`src/rtl/iter_divider_if.sv`:
```
// Handshake and operand/result bundle between a pipeline controller and the
// iterative 32-bit divider.
interface iter_divider_if;
    logic        start;
    logic        is_signed;
    logic [31:0] dividend;
    logic [31:0] divisor;
    logic        busy;
    logic        done;
    logic [31:0] quotient;
    logic [31:0] remainder;
    logic        div_by_zero;

    // Controller side: issues requests, consumes results.
    modport master (
        output start, is_signed, dividend, divisor,
        input  busy, done, quotient, remainder, div_by_zero
    );

    // Divider side: accepts requests, produces results.
    modport slave (
        input  start, is_signed, dividend, divisor,
        output busy, done, quotient, remainder, div_by_zero
    );
endinterface

```
`src/rtl/iter_divider.sv`:
```
// Iterative restoring divider for DIV / DIVU.
// One quotient bit per clock over 32 CALC cycles, then a DONE cycle that
// applies sign correction and publishes quotient (LO) / remainder (HI).
// Results are held until the next operation completes.
module iter_divider (
    input  logic             clk,
    input  logic             reset,
    iter_divider_if.slave    bus
);

    typedef enum logic [1:0] {
        ST_IDLE = 2'b00,
        ST_CALC = 2'b01,
        ST_DONE = 2'b10
    } state_t;

    state_t      state_r;
    logic [4:0]  cnt_r;
    logic [32:0] rem_r;          // partial remainder, 33 bits wide
    logic [31:0] dvd_r;          // dividend magnitude shifting out, quotient bits shifting in
    logic [31:0] dsr_mag_r;      // divisor magnitude
    logic [31:0] dvd_raw_r;      // dividend as latched, returned on divide by zero
    logic        q_neg_r;        // operand signs differ (signed mode only)
    logic        r_neg_r;        // dividend negative (signed mode only)
    logic        dsr_zero_r;

    logic        busy_r;
    logic        done_r;
    logic [31:0] quotient_r;
    logic [31:0] remainder_r;
    logic        div_by_zero_r;

    logic [33:0] shifted_s;
    logic [33:0] trial_s;
    logic [32:0] rem_next_s;
    logic        q_bit_s;
    logic [31:0] q_final_s;
    logic [31:0] r_final_s;

    // Two's complement negation when requested, pass-through otherwise.
    function automatic logic [31:0] cond_negate(input logic [31:0] x, input logic neg);
        logic [31:0] res;
        if (neg) begin
            res = (~x) + 32'd1;
        end else begin
            res = x;
        end
        return res;
    endfunction

    // One restoring step: shift in the next dividend bit and try a subtract.
    always_comb begin
        shifted_s  = {rem_r, dvd_r[31]};
        trial_s    = shifted_s - {2'b00, dsr_mag_r};
        rem_next_s = shifted_s[32:0];
        q_bit_s    = 1'b0;
        if (trial_s[33] == 1'b0) begin
            rem_next_s = trial_s[32:0];
            q_bit_s    = 1'b1;
        end else begin
            rem_next_s = shifted_s[32:0];
            q_bit_s    = 1'b0;
        end
    end

    // Final result selection: divide-by-zero override, else sign correction.
    always_comb begin
        q_final_s = 32'd0;
        r_final_s = 32'd0;
        if (dsr_zero_r) begin
            q_final_s = 32'hFFFF_FFFF;
            r_final_s = dvd_raw_r;
        end else begin
            q_final_s = cond_negate(dvd_r, q_neg_r);
            r_final_s = cond_negate(rem_r[31:0], r_neg_r);
        end
    end

    // Control FSM with datapath and registered outputs.
    always_ff @(posedge clk or posedge reset) begin
        if (reset) begin
            state_r       <= ST_IDLE;
            cnt_r         <= 5'd0;
            rem_r         <= 33'd0;
            dvd_r         <= 32'd0;
            dsr_mag_r     <= 32'd0;
            dvd_raw_r     <= 32'd0;
            q_neg_r       <= 1'b0;
            r_neg_r       <= 1'b0;
            dsr_zero_r    <= 1'b0;
            busy_r        <= 1'b0;
            done_r        <= 1'b0;
            quotient_r    <= 32'd0;
            remainder_r   <= 32'd0;
            div_by_zero_r <= 1'b0;
        end else begin
            done_r <= 1'b0;
            case (state_r)
                ST_IDLE: begin
                    if (bus.start) begin
                        dvd_r      <= cond_negate(bus.dividend, bus.is_signed & bus.dividend[31]);
                        dsr_mag_r  <= cond_negate(bus.divisor,  bus.is_signed & bus.divisor[31]);
                        dvd_raw_r  <= bus.dividend;
                        q_neg_r    <= bus.is_signed & (bus.dividend[31] ^ bus.divisor[31]);
                        r_neg_r    <= bus.is_signed & bus.dividend[31];
                        dsr_zero_r <= (bus.divisor == 32'd0);
                        rem_r      <= 33'd0;
                        cnt_r      <= 5'd0;
                        busy_r     <= 1'b1;
                        state_r    <= ST_CALC;
                    end else begin
                        busy_r     <= 1'b0;
                        state_r    <= ST_IDLE;
                    end
                end
                ST_CALC: begin
                    rem_r <= rem_next_s;
                    dvd_r <= {dvd_r[30:0], q_bit_s};
                    cnt_r <= cnt_r + 5'd1;
                    if (cnt_r == 5'd31) begin
                        busy_r  <= 1'b0;
                        state_r <= ST_DONE;
                    end else begin
                        busy_r  <= 1'b1;
                        state_r <= ST_CALC;
                    end
                end
                ST_DONE: begin
                    quotient_r    <= q_final_s;
                    remainder_r   <= r_final_s;
                    div_by_zero_r <= dsr_zero_r;
                    done_r        <= 1'b1;
                    busy_r        <= 1'b0;
                    cnt_r         <= 5'd0;
                    state_r       <= ST_IDLE;
                end
                default: begin
                    busy_r  <= 1'b0;
                    cnt_r   <= 5'd0;
                    state_r <= ST_IDLE;
                end
            endcase
        end
    end

    assign bus.busy        = busy_r;
    assign bus.done        = done_r;
    assign bus.quotient    = quotient_r;
    assign bus.remainder   = remainder_r;
    assign bus.div_by_zero = div_by_zero_r;

endmodule

```
`src/flat_wrapper.sv`:
```
// flat-port wrapper written by rule: the top's interface ports become plain ports
module iter_divider_flat 
  (clk, reset, bus_start, bus_is_signed, bus_dividend, bus_divisor, bus_busy, bus_done, bus_quotient, bus_remainder, bus_div_by_zero);
  iter_divider_if bus_i ();
  input  logic clk;
  input  logic reset;
  input wire logic [$bits(bus_i.start)-1:0] bus_start;
  input wire logic [$bits(bus_i.is_signed)-1:0] bus_is_signed;
  input wire logic [$bits(bus_i.dividend)-1:0] bus_dividend;
  input wire logic [$bits(bus_i.divisor)-1:0] bus_divisor;
  output wire logic [$bits(bus_i.busy)-1:0] bus_busy;
  output wire logic [$bits(bus_i.done)-1:0] bus_done;
  output wire logic [$bits(bus_i.quotient)-1:0] bus_quotient;
  output wire logic [$bits(bus_i.remainder)-1:0] bus_remainder;
  output wire logic [$bits(bus_i.div_by_zero)-1:0] bus_div_by_zero;
  assign bus_i.start = bus_start;
  assign bus_i.is_signed = bus_is_signed;
  assign bus_i.dividend = bus_dividend;
  assign bus_i.divisor = bus_divisor;
  assign bus_busy = bus_i.busy;
  assign bus_done = bus_i.done;
  assign bus_quotient = bus_i.quotient;
  assign bus_remainder = bus_i.remainder;
  assign bus_div_by_zero = bus_i.div_by_zero;
  iter_divider u_core (.clk(clk), .reset(reset), .bus(bus_i));
endmodule
```
`config.mk`:
```
export PLATFORM = sky130hd
export DESIGN_NAME = iter_divider_flat
export DESIGN_NICKNAME = d
export VERILOG_FILES = /design/src/rtl/iter_divider_if.sv /design/src/rtl/iter_divider.sv /design/src/flat_wrapper.sv
export SDC_FILE = /design/constraint.sdc
export NUM_CORES = 1
export LEC_CHECK = 0
export CORE_MARGIN = 8
export CORE_UTILIZATION = 58
export CTS_CLUSTER_SIZE = 24
export DETAILED_ROUTE_END_ITERATION = 7
export GPL_ROUTABILITY_DRIVEN = 0
export GPL_TIMING_DRIVEN = 0
export HOLD_SLACK_MARGIN = 0.08
export PLACE_DENSITY = 0.81
export SYNTH_ARGS = -nofsm -noshare
export SYNTH_HDL_FRONTEND = slang
export SYNTH_SLANG_ARGS = --single-unit
export TNS_END_PERCENT = 5
```
`constraint.sdc`:
```
create_clock -name clk -period 8.45 [get_ports clk]
set_clock_uncertainty 0.05 [all_clocks]
set_input_delay 1.2675 -clock clk [delete_from_list [all_inputs] [get_ports clk]]
set_output_delay 1.2675 -clock clk [all_outputs]
set_load 0.05 [all_outputs]
```
==> metrics.csv, run 1 <==
stage;metric;value;unit
die;Starting Density;58.6;%
drt;drt drc;0;
timing;post-route setup slack;4.58;ns
timing;Final Critical Period;3.87;ns
cts;Clk Latency, worst-skew pair;0.51;ns
finish;post-layout instance area;0.0152;mm²
timing;RSZ-0062 raised after global routing;false;
logic_synthesis;#FFs+latches synth;205;
die;Die W;164;µm
logic_synthesis;area leader, netlist;dfrtp_1;
global_route;GRT Util Overall;27.5;%
placed_design;PortBufs;134;
logic_synthesis;Syn Nets;1622;
power_and_ir_drop;Leakage;6.54;nW
cts;total CTS buffers;23;
logic_synthesis;Post-synth EDFFs;0;
finish;Layout fillers;1746;
finish;most frequent cells in the layout;266 x nand2_1, 205 x dfrtp_1, 160 x o21ai_0;
global_route;first-pass GRT wire length;59700;µm
logic_synthesis;async set or reset register ratio after synthesis;100;%
drt;DRT Pass-1 Iters;5;
worst_setup_path;Worst EP arrival;4.19;ns
drt;final wirelength;37500;µm
finish;nets@finish;1782;
run;# Max-Cap Violations;0;
cts;CTS resizes;0;
timing;Final Max Tran Viols;0;
cts;Worst-path clk slew;0.06;ns
timing;Hold Fails Final Rpt;0;
placed_design;Cell Area, Placed;0.0144;mm²
cts;clock root buffer;clkbuf_16;
finish;final core utilization;70.0;%
global_route;initial antenna violation count;0;
die;Die ar.;0.0269;mm²
worst_setup_path;worst reg-to-reg path cell count;12;
power_and_ir_drop;Power Dens Cells;438;mW/mm²
cts;Clock Tree Buf Depth;3;
logic_synthesis;share of the synthesized area in the top cell type;40.4;%
logic_synthesis;Synth cell types;67;
global_route;vias in the first global route;11600;
cts;CTS Hold Bufs;0;
die;Die Y;164;µm
die;Core ar.;0.0217;mm²
drt;Vias;11900;
drt;number of routed nets with antenna violations;0;
cts;CTS tree;yes;
drt;DR vias/cell;6.03;
cts;H-tree levels;1;
timing;Max Fclk;0.258;GHz
worst_setup_path;WP data required;8.77;ns
worst_setup_path;max incr delay on CP;0.61;ns
logic_synthesis;Avg Inst Size Synth;8.38;µm²
die;row count;54;
logic_synthesis;ys flop type;dfrtp_1;
worst_setup_path;CP endpoint kind;register;
finish;commonest non-fill, non-tap cell in the layout;nand2_1;
worst_setup_path;crit path max fanout;6;
cts;clock tree sinks;205;
timing;Worst slew margin;22.6;%
timing;setup violators final;0;
placed_design;Placement Setup Slack;4.08;ns
hold_path;worst hold stages;2;
die;Ports;135;
global_route;largest net degree at the start of global routing;131;
logic_synthesis;Syn Std Cell Area;0.0127;mm²
placed_design;post-DP HPWL;28800;µm
worst_setup_path;CP max stage cell;or4_1;
finish;layout cells sized above 1;3.96;%
cts;Setup Fix Bufs, Post-CTS;0;
logic_synthesis;Yosys Warn Count;0;
worst_setup_path;critical path type;input port to register;
timing;final critical-path share of the clock period;45.8;%
worst_setup_path;critical path startpoint category;input port;
run_status;status;completed;
timing;Worst Tran Pin Value;1.16;ns
logic_synthesis;register area share after synthesis;40.4;%
drt;DR WL/cell;19.0;µm
global_route;Congestion Overflow GR;0;
drt;DR iter-0 viols;1225;
hold_path;Hold Crit Class;register to register;
logic_synthesis;cell count after synthesis;1515;
worst_setup_path;worst-path cell chain;clkdlybuf4s50_1, or4_1, nor4_2, nand3b_1, nor3_1, nand2_1, o41ai_1, xor2_1, o21ai_0;
logic_synthesis;Synth area leaders;dfrtp_1 40%, nand2_1 7.9%, xor2_1 6.4%;
finish;Area growth syn-to-layout;19.5;%
power_and_ir_drop;Peak VDD IR;208;µV
sequential cells by signal, indices dropped and copies added (netlist names):
name,cells
u_core.bus.div_by_zero,1
u_core.bus.done,1
u_core.bus.quotient,32
u_core.bus.remainder,32
u_core.cnt_r,5
u_core.dsr_mag_r,32
u_core.dsr_zero_r,1
u_core.dvd_r,32
u_core.dvd_raw_r,32
u_core.q_neg_r,1
u_core.r_neg_r,1
u_core.rem_r,33
u_core.state_r,2
per-layer routing:
layer | part of all wire, % | up-vias | GRT usage, %
met2 | 47 | 590 | 45.4
met4 | 3.7 | 0 | 11.5
li1 | - | 5635 | -
met3 | 9.3 | 98 | 5.01
met1 | 40 | 5568 | 35.1
met5 | 0 | - | 0
Yosys cell counts (3+ instances only):
cell type / instances
o31ai_1: 30
a21o_1: 15
nor3_1: 24
o21ai_1: 8
nor3b_1: 3
nor4_1: 7
nand3b_1: 4
a21boi_0: 3
mux2i_1: 29
and2_1: 8
nor2b_1: 7
nand2b_1: 8
o22ai_1: 10
a31oi_1: 7
ha_1: 38
inv_1: 57
xnor2_1: 51
o41ai_1: 12
clkbuf_1: 67
nor2_1: 106
or2_2: 5
buf_1: 8
a2111oi_0: 3
nand3_1: 17
dfrtp_1: 205
xor2_1: 93
buf_2: 5
or4_1: 13
o41ai_2: 3
o22a_1: 4
a2bb2oi_1: 8
a211oi_1: 4
a21oi_1: 128
a211o_1: 3
and3_1: 13
a22oi_1: 23
o21a_1: 4
o21ai_0: 160
or3_1: 11
o211ai_1: 6
nand4_1: 6
o21bai_1: 4
nand2_1: 266
metrics by stage:
step / total power [W] / hold WS [ns] / TNS, ns / std cells
2_1_floorplan: 0.00456 / 0.387 / 0 / 1515
3_3_place_gp: 0.00545 / 0.405 / -181.74 / 1929
3_5_place_dp: 0.00558 / 0.407 / 0 / 1930
4_1_cts: 0.00659 / 0.425 / 0 / 1971
5_1_grt: 0.00714 / 0.442 / 0 / 1971
6_report: 0.00665 / 0.426 / 0 / 1973
where the power goes:
| group | internal, W | leakage [nW] | switching (W) |
|---|---|---|---|
| Sequential | 0.00139 | 2.52 | 0.000443 |
| Clock | 0.000571 | 0.371 | 0.000419 |
| Combinational | 0.00153 | 3.65 | 0.00229 |
| Total | 0.00349 | 6.54 | 0.00315 |
critical path, delay by kind of cell:
| kind | cells | cell delay (ns) |
|---|---|---|
| buffers and inverters | 1 | 0.45 |
| AND/OR/NAND/NOR | 5 | 1.81 |
| AO/OA/AOI/OAI | 2 | 0.50 |
| XOR/XNOR | 1 | 0.17 |
path summary, 6_finish.rpt:
kind                       slack [ns]                             endpoint                              from
min reg2reg                      0.43     u_core.dsr_mag_r[13]$_DFFE_PP0P_  u_core.dsr_mag_r[13]$_DFFE_PP0P_
max reg2reg                      4.81          u_core.dvd_r[0]$_DFFE_PP0P_      u_core.rem_r[21]$_DFFE_PP0P_
min in group asynchronous        1.16  u_core.bus.remainder[2]$_DFFE_PP0P_                             reset
max in group asynchronous        6.16          u_core.dvd_r[1]$_DFFE_PP0P_                             reset
min                              0.43     u_core.dsr_mag_r[13]$_DFFE_PP0P_  u_core.dsr_mag_r[13]$_DFFE_PP0P_
max                              4.58     u_core.dsr_mag_r[29]$_DFFE_PP0P_                    bus_divisor[8]
cell families (layout without fill, tap and decap cells):
group | after synthesis | in the layout | share of synthesized area (%)
simple gates | 508 | 508 | 17.9
compound gates | 450 | 450 | 21.3
flops | 205 | 205 | 40.4
xor+xnor | 144 | 144 | 9.93
buf+inv | 139 | 315 | 4.20
fa+ha+maj | 39 | 39 | 3.90
mux | 30 | 30 | 2.37
other cells | 0 | 2 | 0
cell type report:
cell class / instances / area (µm²) / area share (%)
diodes: 2 / 5.00 / 0.0330
plain buffers: 82 / 319 / 2.10
clock buffers: 28 / 634 / 4.18
clock inverters: 13 / 116 / 0.766
inverters: 57 / 221 / 1.46
multi-input cells: 1171 / 7040 / 46.3
flip-flops and latches: 205 / 5130 / 33.8
well taps: 280 / 350 / 2.31
repair buffers: 135 / 1370 / 9.02
Note: power is estimated with default switching activity, not from simulation.
==> run 2: changes to the inputs <==
==> constraint.sdc (replaced) <==
create_clock -name clk -period 3.61 [get_ports clk]
set_clock_uncertainty 0.05 [all_clocks]
set_input_delay 0.5415 -clock clk [delete_from_list [all_inputs] [get_ports clk]]
set_output_delay 0.5415 -clock clk [all_outputs]
set_load 0.05 [all_outputs]
==> run 2 against run 1 <==
Effect of this change:
- power up 140%
- first-iteration DRC count down 6.9%
- worst hold slack worse by 0.090 ns
- critical path depth up 2
- core utilization up 0.59 points
- critical endpoint is now u_core.rem_r[27]$_DFFE_PP0P_
==> metrics.csv, run 2 (synthesized netlist as in run 1, its figures left out) <==
stage;metric;value;unit;change
global_route;first-pass GRT wire length;60600;µm;+1.5%
placed_design;placed insts;1934;;+0.21%
worst_setup_path;crit path max fanout;9;;+3
power_and_ir_drop;Peak VDD IR;564;µV;+170%
cts;total CTS buffers;23;;unchanged
die;Die Y;164;µm;unchanged
placed_design;Cell Area, Placed;0.0145;mm²;+0.48%
drt;DRT Pass-1 Iters;8;;+3
worst_setup_path;CP most frequent cell;a2111oi_1;;
worst_setup_path;number of cells on the critical path;11;;+2
finish;Largest register FFs;33;;unchanged
drt;final wirelength;37700;µm;+0.48%
finish;commonest non-fill, non-tap cell in the layout;nand2_1;;
global_route;GR peak layer;met2;;
worst_setup_path;Worst EP arrival;3.89;ns;-0.30 ns
timing;final critical-path share of the clock period;97.0;%;
cts;Clk Latency, worst-skew pair;0.51;ns;about the same
die;Die ar.;0.0269;mm²;unchanged
finish;# diodes;0;;-2
timing;RSZ-0062 raised after global routing;true;;
global_route;initial antenna violation count;0;;unchanged
cts;Worst-path clk slew;0.06;ns;about the same
timing;Hold Fails Final Rpt;0;;unchanged
worst_setup_path;max incr delay on CP;0.51;ns;-0.10 ns
timing;Final Critical Period;3.50;ns;
timing;Worst Tran Pin Value;1.09;ns;-0.0636 ns
worst_setup_path;CP endpoint kind;register;;
finish;largest reg by FF count;u_core.rem_r;;
worst_setup_path;worst reg-to-reg path cell count;11;;-1
global_route;M2 GR Usage;46.1;%;+0.69 points
drt;number of routed nets with antenna violations;0;;unchanged
worst_setup_path;CP max stage cell;or4_1;;
drt;DR WL/cell;19.1;µm;+0.43%
timing;Final Max Tran Viols;0;;unchanged
die;Die W;164;µm;unchanged
finish;Layout fillers;1695;;-2.9%
power_and_ir_drop;Power Dens Cells;1030;mW/mm²;+140%
worst_setup_path;WP data required;4.00;ns;-4.77 ns
hold_path;Hold Crit Class;input port to asynchronous set/reset pin;;
finish;most frequent cells in the layout;266 x nand2_1, 205 x dfrtp_1, 160 x o21ai_0;;
finish;layout cells sized above 1;4.25;%;+0.29 points
drt;drt drc;0;;unchanged
drt;DR vias/cell;6.03;;+0.13%
timing;post-route setup slack;0.109;ns;-4.47 ns
finish;Area growth syn-to-layout;20.6;%;
global_route;met3 Use GR;4.16;%;-0.85 points
power_and_ir_drop;total power draw;0.0158;W;+140%
placed_design;post-DP HPWL;29000;µm;+0.65%
die;Core ar.;0.0217;mm²;unchanged
cts;Setup Fix Bufs, Post-CTS;0;;unchanged
placed_design;Placement Setup Slack;0.0504;ns;-4.03 ns
global_route;M1 GR Usage;36.2;%;+1.0 points
global_route;largest net degree at the start of global routing;44;;-66%
cts;clock root buffer;clkbuf_16;;
run;# Max-Cap Violations;0;;unchanged
power_and_ir_drop;Leakage;6.60;nW;+0.96%
drt;DR iter-0 viols;1140;;-6.9%
finish;post-layout instance area;0.0153;mm²;+0.85%
run_status;status;completed;;
die;row count;54;;unchanged
timing;Worst slew margin;26.9;%;+4.3 points
placed_design;PortBufs;134;;unchanged
die;Starting Density;58.6;%;unchanged
worst_setup_path;CP bufs+invs;2;;+1
global_route;vias in the first global route;11700;;+0.97%
drt;Vias;11900;;+0.19%
cts;H-tree levels;1;;unchanged
finish;nets@finish;1786;;+0.22%
cts;clock tree sinks;205;;unchanged
global_route;Congestion Overflow GR;0;;unchanged
cts;CTS Hold Bufs;0;;unchanged
timing;Max Fclk;0.286;GHz;
global_route;GRT Util Overall;28.0;%;+0.53 points
worst_setup_path;worst-path cell chain;ha_1, clkbuf_2, a21oi_1, o21ai_0, o211ai_1, a31oi_1, a2111oi_1, or4_1, clkbuf_1, a2111oi_1, a221o_1;;
worst_setup_path;critical path startpoint category;register;;
finish;Non-Filler Instances;1974;;+0.051%
cts;CTS tree;yes;;
die;Ports;135;;unchanged
timing;setup violators final;0;;unchanged
cts;Clock Tree Buf Depth;3;;unchanged
worst_setup_path;cell family with most CP delay;compound AO/OA/AOI/OAI gates;;
worst_setup_path;critical path type;register to register;;
run 2: changes by cell type in the layout (fill, tap and decap cells not counted), sizes merged:
| cell | change |
|---|---|
| buf | +3 |
| clkbuf | +3 |
| clkinvlp | -1 |
| diode | -2 |
| inv | -5 |
| bufinv | +3 |
run 2: area by class of cell:
| cell class | instances | area, µm² | area share (%) |
|---|---|---|---|
| Tap cell | 280 | 350 | 2.29 |
| Sequential cell | 205 | 5130 | 33.5 |
| Timing Repair Buffer | 139 | 1440 | 9.41 |
| Buffer | 82 | 323 | 2.11 |
| Inverter | 57 | 218 | 1.42 |
| Multi-Input combinational cell | 1171 | 7060 | 46.1 |
| Clock inverter | 10 | 150 | 0.981 |
| Clock buffer | 30 | 642 | 4.19 |
run 2: worst paths after layout:
path	slack, ns	from	to
setup / recovery	0.11	u_core.rem_r[17]$_DFFE_PP0P_	u_core.rem_r[27]$_DFFE_PP0P_
hold / removal	0.34	reset	u_core.dvd_raw_r[29]$_DFFE_PP0P_
setup reg to reg	0.11	u_core.rem_r[17]$_DFFE_PP0P_	u_core.rem_r[27]$_DFFE_PP0P_
hold reg to reg	0.43	u_core.bus.quotient[28]$_DFFE_PP0P_	u_core.bus.quotient[28]$_DFFE_PP0P_
max in group asynchronous	2.34	reset	u_core.cnt_r[2]$_DFFE_PP0P_
min in group clk	0.43	u_core.bus.quotient[28]$_DFFE_PP0P_	u_core.bus.quotient[28]$_DFFE_PP0P_
run 2: routing by layer:
metal / up-vias / share of wire (%)
li1: 5643 / -
met2: 591 / 46
met4: 0 / 4.4
met3: 102 / 8.9
met5: - / 0
met1: 5577 / 41
run 2: repair_timing:
| item | 4_1_cts | 5_1_grt |
|---|---|---|
| endpoints found under the setup margin | 1 | 29 |
| resized for setup | 1 | 7 |
| cloned | 0 | 0 |
run 2: power breakdown:
part / switching, W / total (W) / leakage [nW] / internal [W]
clock network: 0.000940 / 0.00247 / 0.396 / 0.00153
logic: 0.00539 / 0.00904 / 3.69 / 0.00364
registers: 0.00104 / 0.00429 / 2.52 / 0.00325
run 2: through the flow:
step	hold WS (ns)	util, %	setup TNS, ns
2_1_floorplan	0.387	-	0
3_3_place_gp	0.407	66.4	-229.43
3_5_place_dp	0.410	66.8	0
4_1_cts	0.341	70.5	0
5_1_grt	0.373	70.6	-0.00298
6_report	0.335	70.6	0
==> run 3: changes to the inputs <==
--- a/config.mk
+++ b/config.mk
@@ -9,10 +9,11 @@
 export CORE_UTILIZATION = 58
 export CTS_CLUSTER_SIZE = 24
 export DETAILED_ROUTE_END_ITERATION = 7
+export DONT_BUFFER_PORTS = 1
 export GPL_ROUTABILITY_DRIVEN = 0
 export GPL_TIMING_DRIVEN = 0
 export HOLD_SLACK_MARGIN = 0.08
-export PLACE_DENSITY = 0.81
+export PLACE_DENSITY = 0.74
 export SYNTH_ARGS = -nofsm -noshare
 export SYNTH_HDL_FRONTEND = slang
 export SYNTH_SLANG_ARGS = --single-unit
==> run 3 against run 2 <==
Effect of this change:
- routed wire length fell by 1.3%
- worst hold slack got worse by 0.25 ns
- critical path depth rose by 1
- clock power rose by 6%
- highest routed layer unchanged
- final area fell by 7.7%
- combinational power fell by 10%
==> metrics.csv, run 3 (synthesized netlist as in run 1, its figures left out) <==
stage;metric;value;unit;change
drt;DR iter-0 viols;1081;;-5.2%
timing;Max Fclk;0.292;GHz;+2.2%
hold_path;Hold Crit Class;input port to register;;
run_status;status;completed;;
die;Die ar.;0.0269;mm²;unchanged
global_route;vias in the first global route;10900;;-6.3%
worst_setup_path;cell family with most CP delay;compound AO/OA/AOI/OAI gates;;
power_and_ir_drop;Sw Ratio;47.0;%;+0.30 points
finish;layout cells sized above 1;4.71;%;+0.46 points
worst_setup_path;crit path max fanout;4;;-5
timing;Hold Fails Final Rpt;0;;unchanged
timing;Worst slew margin;29.0;%;+2.1 points
worst_setup_path;CP bufs+invs;2;;unchanged
timing;setup tns final;0;ns;unchanged
die;Ports;135;;unchanged
cts;total CTS buffers;23;;unchanged
power_and_ir_drop;Leakage;6.15;nW;-6.9%
finish;commonest non-fill, non-tap cell in the layout;nand2_1;;
power_and_ir_drop;Power Dens Cells;1100;mW/mm²;+6.7%
global_route;largest net degree at the start of global routing;44;;unchanged
drt;Vias;11400;;-4.5%
worst_setup_path;CP endpoint kind;register;;
placed_design;post-DP HPWL;28600;µm;-1.3%
finish;largest reg by FF count;u_core.rem_r;;
finish;most frequent cells in the layout;266 x nand2_1, 205 x dfrtp_1, 160 x o21ai_0;;
timing;setup violators final;0;;unchanged
finish;Largest register FFs;33;;unchanged
drt;DR vias/cell;6.15;;+1.8%
power_and_ir_drop;Sequential Power Share;31.0;%;+3.9 points
drt;final wirelength;37200;µm;-1.3%
cts;clock root buffer;clkbuf_16;;
timing;Final Critical Period;3.43;ns;-0.0740 ns
run;# Max-Cap Violations;0;;unchanged
drt;drt drc;0;;unchanged
timing;RSZ-0062 raised after global routing;false;;
global_route;first-pass GRT wire length;58700;µm;-3.2%
die;Core ar.;0.0217;mm²;unchanged
cts;clock tree sinks;205;;unchanged
cts;H-tree levels;1;;unchanged
die;Die W;164;µm;unchanged
worst_setup_path;max incr delay on CP;0.40;ns;-0.11 ns
power_and_ir_drop;Peak VDD IR;492;µV;-13%
drt;DRT Pass-1 Iters;6;;-2
power_and_ir_drop;internal power;0.00824;W;-2.1%
global_route;GRT Util Overall;27.4;%;-0.66 points
drt;DR WL/cell;20.1;µm;+5.3%
worst_setup_path;worst-path cell chain;inv_1, ha_1, inv_1, fa_1, a21o_1, a221oi_2, o21ai_1, a21oi_1, a21oi_1, a221oi_2, o21ai_0, o221ai_1;;
cts;Clock Tree Buf Depth;3;;unchanged
placed_design;PortBufs;0;;-100%
worst_setup_path;Worst EP arrival;3.80;ns;-0.09 ns
worst_setup_path;CP max stage cell;fa_1;;
power_and_ir_drop;logic gate share of total power;52.1;%;-5.1 points
power_and_ir_drop;Sw Pwr;0.00730;W;-0.94%
worst_setup_path;WP data required;3.99;ns;about the same
global_route;initial antenna violation count;0;;unchanged
finish;# diodes;0;;unchanged
finish;nets@finish;1662;;-6.9%
worst_setup_path;critical path startpoint category;register;;
timing;Final Max Tran Viols;0;;unchanged
worst_setup_path;critical path type;register to register;;
power_and_ir_drop;Clk pwr share;16.9;%;+1.3 points
power_and_ir_drop;total power draw;0.0155;W;-1.6%
cts;CTS tree;yes;;
die;Starting Density;58.6;%;unchanged
cts;Worst-path clk slew;0.06;ns;about the same
timing;Worst Tran Pin Value;1.06;ns;-0.0313 ns
cts;Clk Latency, worst-skew pair;0.52;ns;about the same
die;row count;54;;unchanged
die;Die Y;164;µm;unchanged
global_route;Congestion Overflow GR;0;;unchanged
drt;number of routed nets with antenna violations;0;;unchanged
timing;final critical-path share of the clock period;94.9;%;-2.0 points
finish;Area growth syn-to-layout;11.2;%;
-- run 3: changes by cell type in the layout (fill, tap and decap cells not counted), sizes merged --
cell	before	now
clkinv	6	5
clkdlybuf4s50	134	0
bufinv	4	6
buf	17	18
clkinvlp	1	2
inv	56	57
clkbuf	100	97
dlygate4sd3	0	10
-- run 3: cell type report --
type | instances | area [µm²]
clock buffers | 28 | 624
inverters | 57 | 218
flip-flops and latches | 205 | 5130
clock inverters | 13 | 225
multi-input cells | 1171 | 7060
plain buffers | 82 | 320
repair buffers | 15 | 200
fillers | 1798 | 7560
well taps | 280 | 350
-- run 3: worst reg2reg max path: cells and delay by family, from the launching register on --
family          cells  cell delay [ns]
fa+ha+maj           2             0.63
flops               1             0.38
buf+inv             2             0.31
compound gates      8             1.98
-- run 3: worst paths after layout --
check | from | end | slack (ns) | depth (start not counted)
hold reg to reg | u_core.dvd_raw_r[31]$_DFFE_PP0P_ | u_core.dvd_raw_r[31]$_DFFE_PP0P_ | 0.43 | 2
min in group asynchronous | reset | u_core.dvd_raw_r[27]$_DFFE_PP0P_ | 0.46 | 2
setup reg to reg | u_core.dvd_r[31]$_DFFE_PP0P_ | u_core.rem_r[30]$_DFFE_PP0P_ | 0.18 | 12
max in group asynchronous | reset | u_core.cnt_r[1]$_DFFE_PP0P_ | 2.23 | 4
hold / removal | bus_dividend[25] | u_core.dvd_raw_r[25]$_DFFE_PP0P_ | 0.09 | 2
setup / recovery | u_core.dvd_r[31]$_DFFE_PP0P_ | u_core.rem_r[30]$_DFFE_PP0P_ | 0.18 | 12
-- run 3: through the flow --
step | cells | hold slack (ns) | util, % | worst slack (ns) | cell area [µm²]
2_1_floorplan | 1515 | 0.387 | - | 0.360 | 12700
3_3_place_gp | 1795 | 0.407 | 60.2 | -0.669 | 13100
3_5_place_dp | 1800 | 0.400 | 60.6 | 0.0220 | 13200
4_1_cts | 1851 | 0.0808 | 65.0 | 0.00258 | 14100
5_1_grt | 1851 | 0.0977 | 65.1 | 0.0160 | 14100
6_report | 1851 | 0.0867 | 65.1 | 0.183 | 14100
-- run 3: timing repair --
action | CTS | global route
hold buffers | 10 | 0
endpoints found under the hold margin | 24 | 0
setup buffers | 0 | 0
gates resized for setup | 0 | 7
setup endpoints to repair | 0 | 22
-- run 3: power by group through the flow --
stage | clock network (W) | registers (W) | logic, W
after floorplan | 0 | 0.00443 | 0.00625
after global placement | 0 | 0.00478 | 0.00768
after detailed placement | 0 | 0.00482 | 0.00789
after CTS | 0.00263 | 0.00478 | 0.00796
after global routing | 0.00272 | 0.00493 | 0.00907
final | 0.00262 | 0.00482 | 0.00811
-- run 3: metal layers --
| metal | global-route usage (%) | wire [µm] | up-vias |
|---|---|---|---|
| met4 | 11.3 | 1520 | 0 |
| li1 | - | - | 5381 |
| met2 | 43.5 | 16700 | 530 |
| met1 | 35.5 | 15200 | 5362 |
| met3 | 6.34 | 3730 | 103 |
| met5 | 0 | 0 | - |
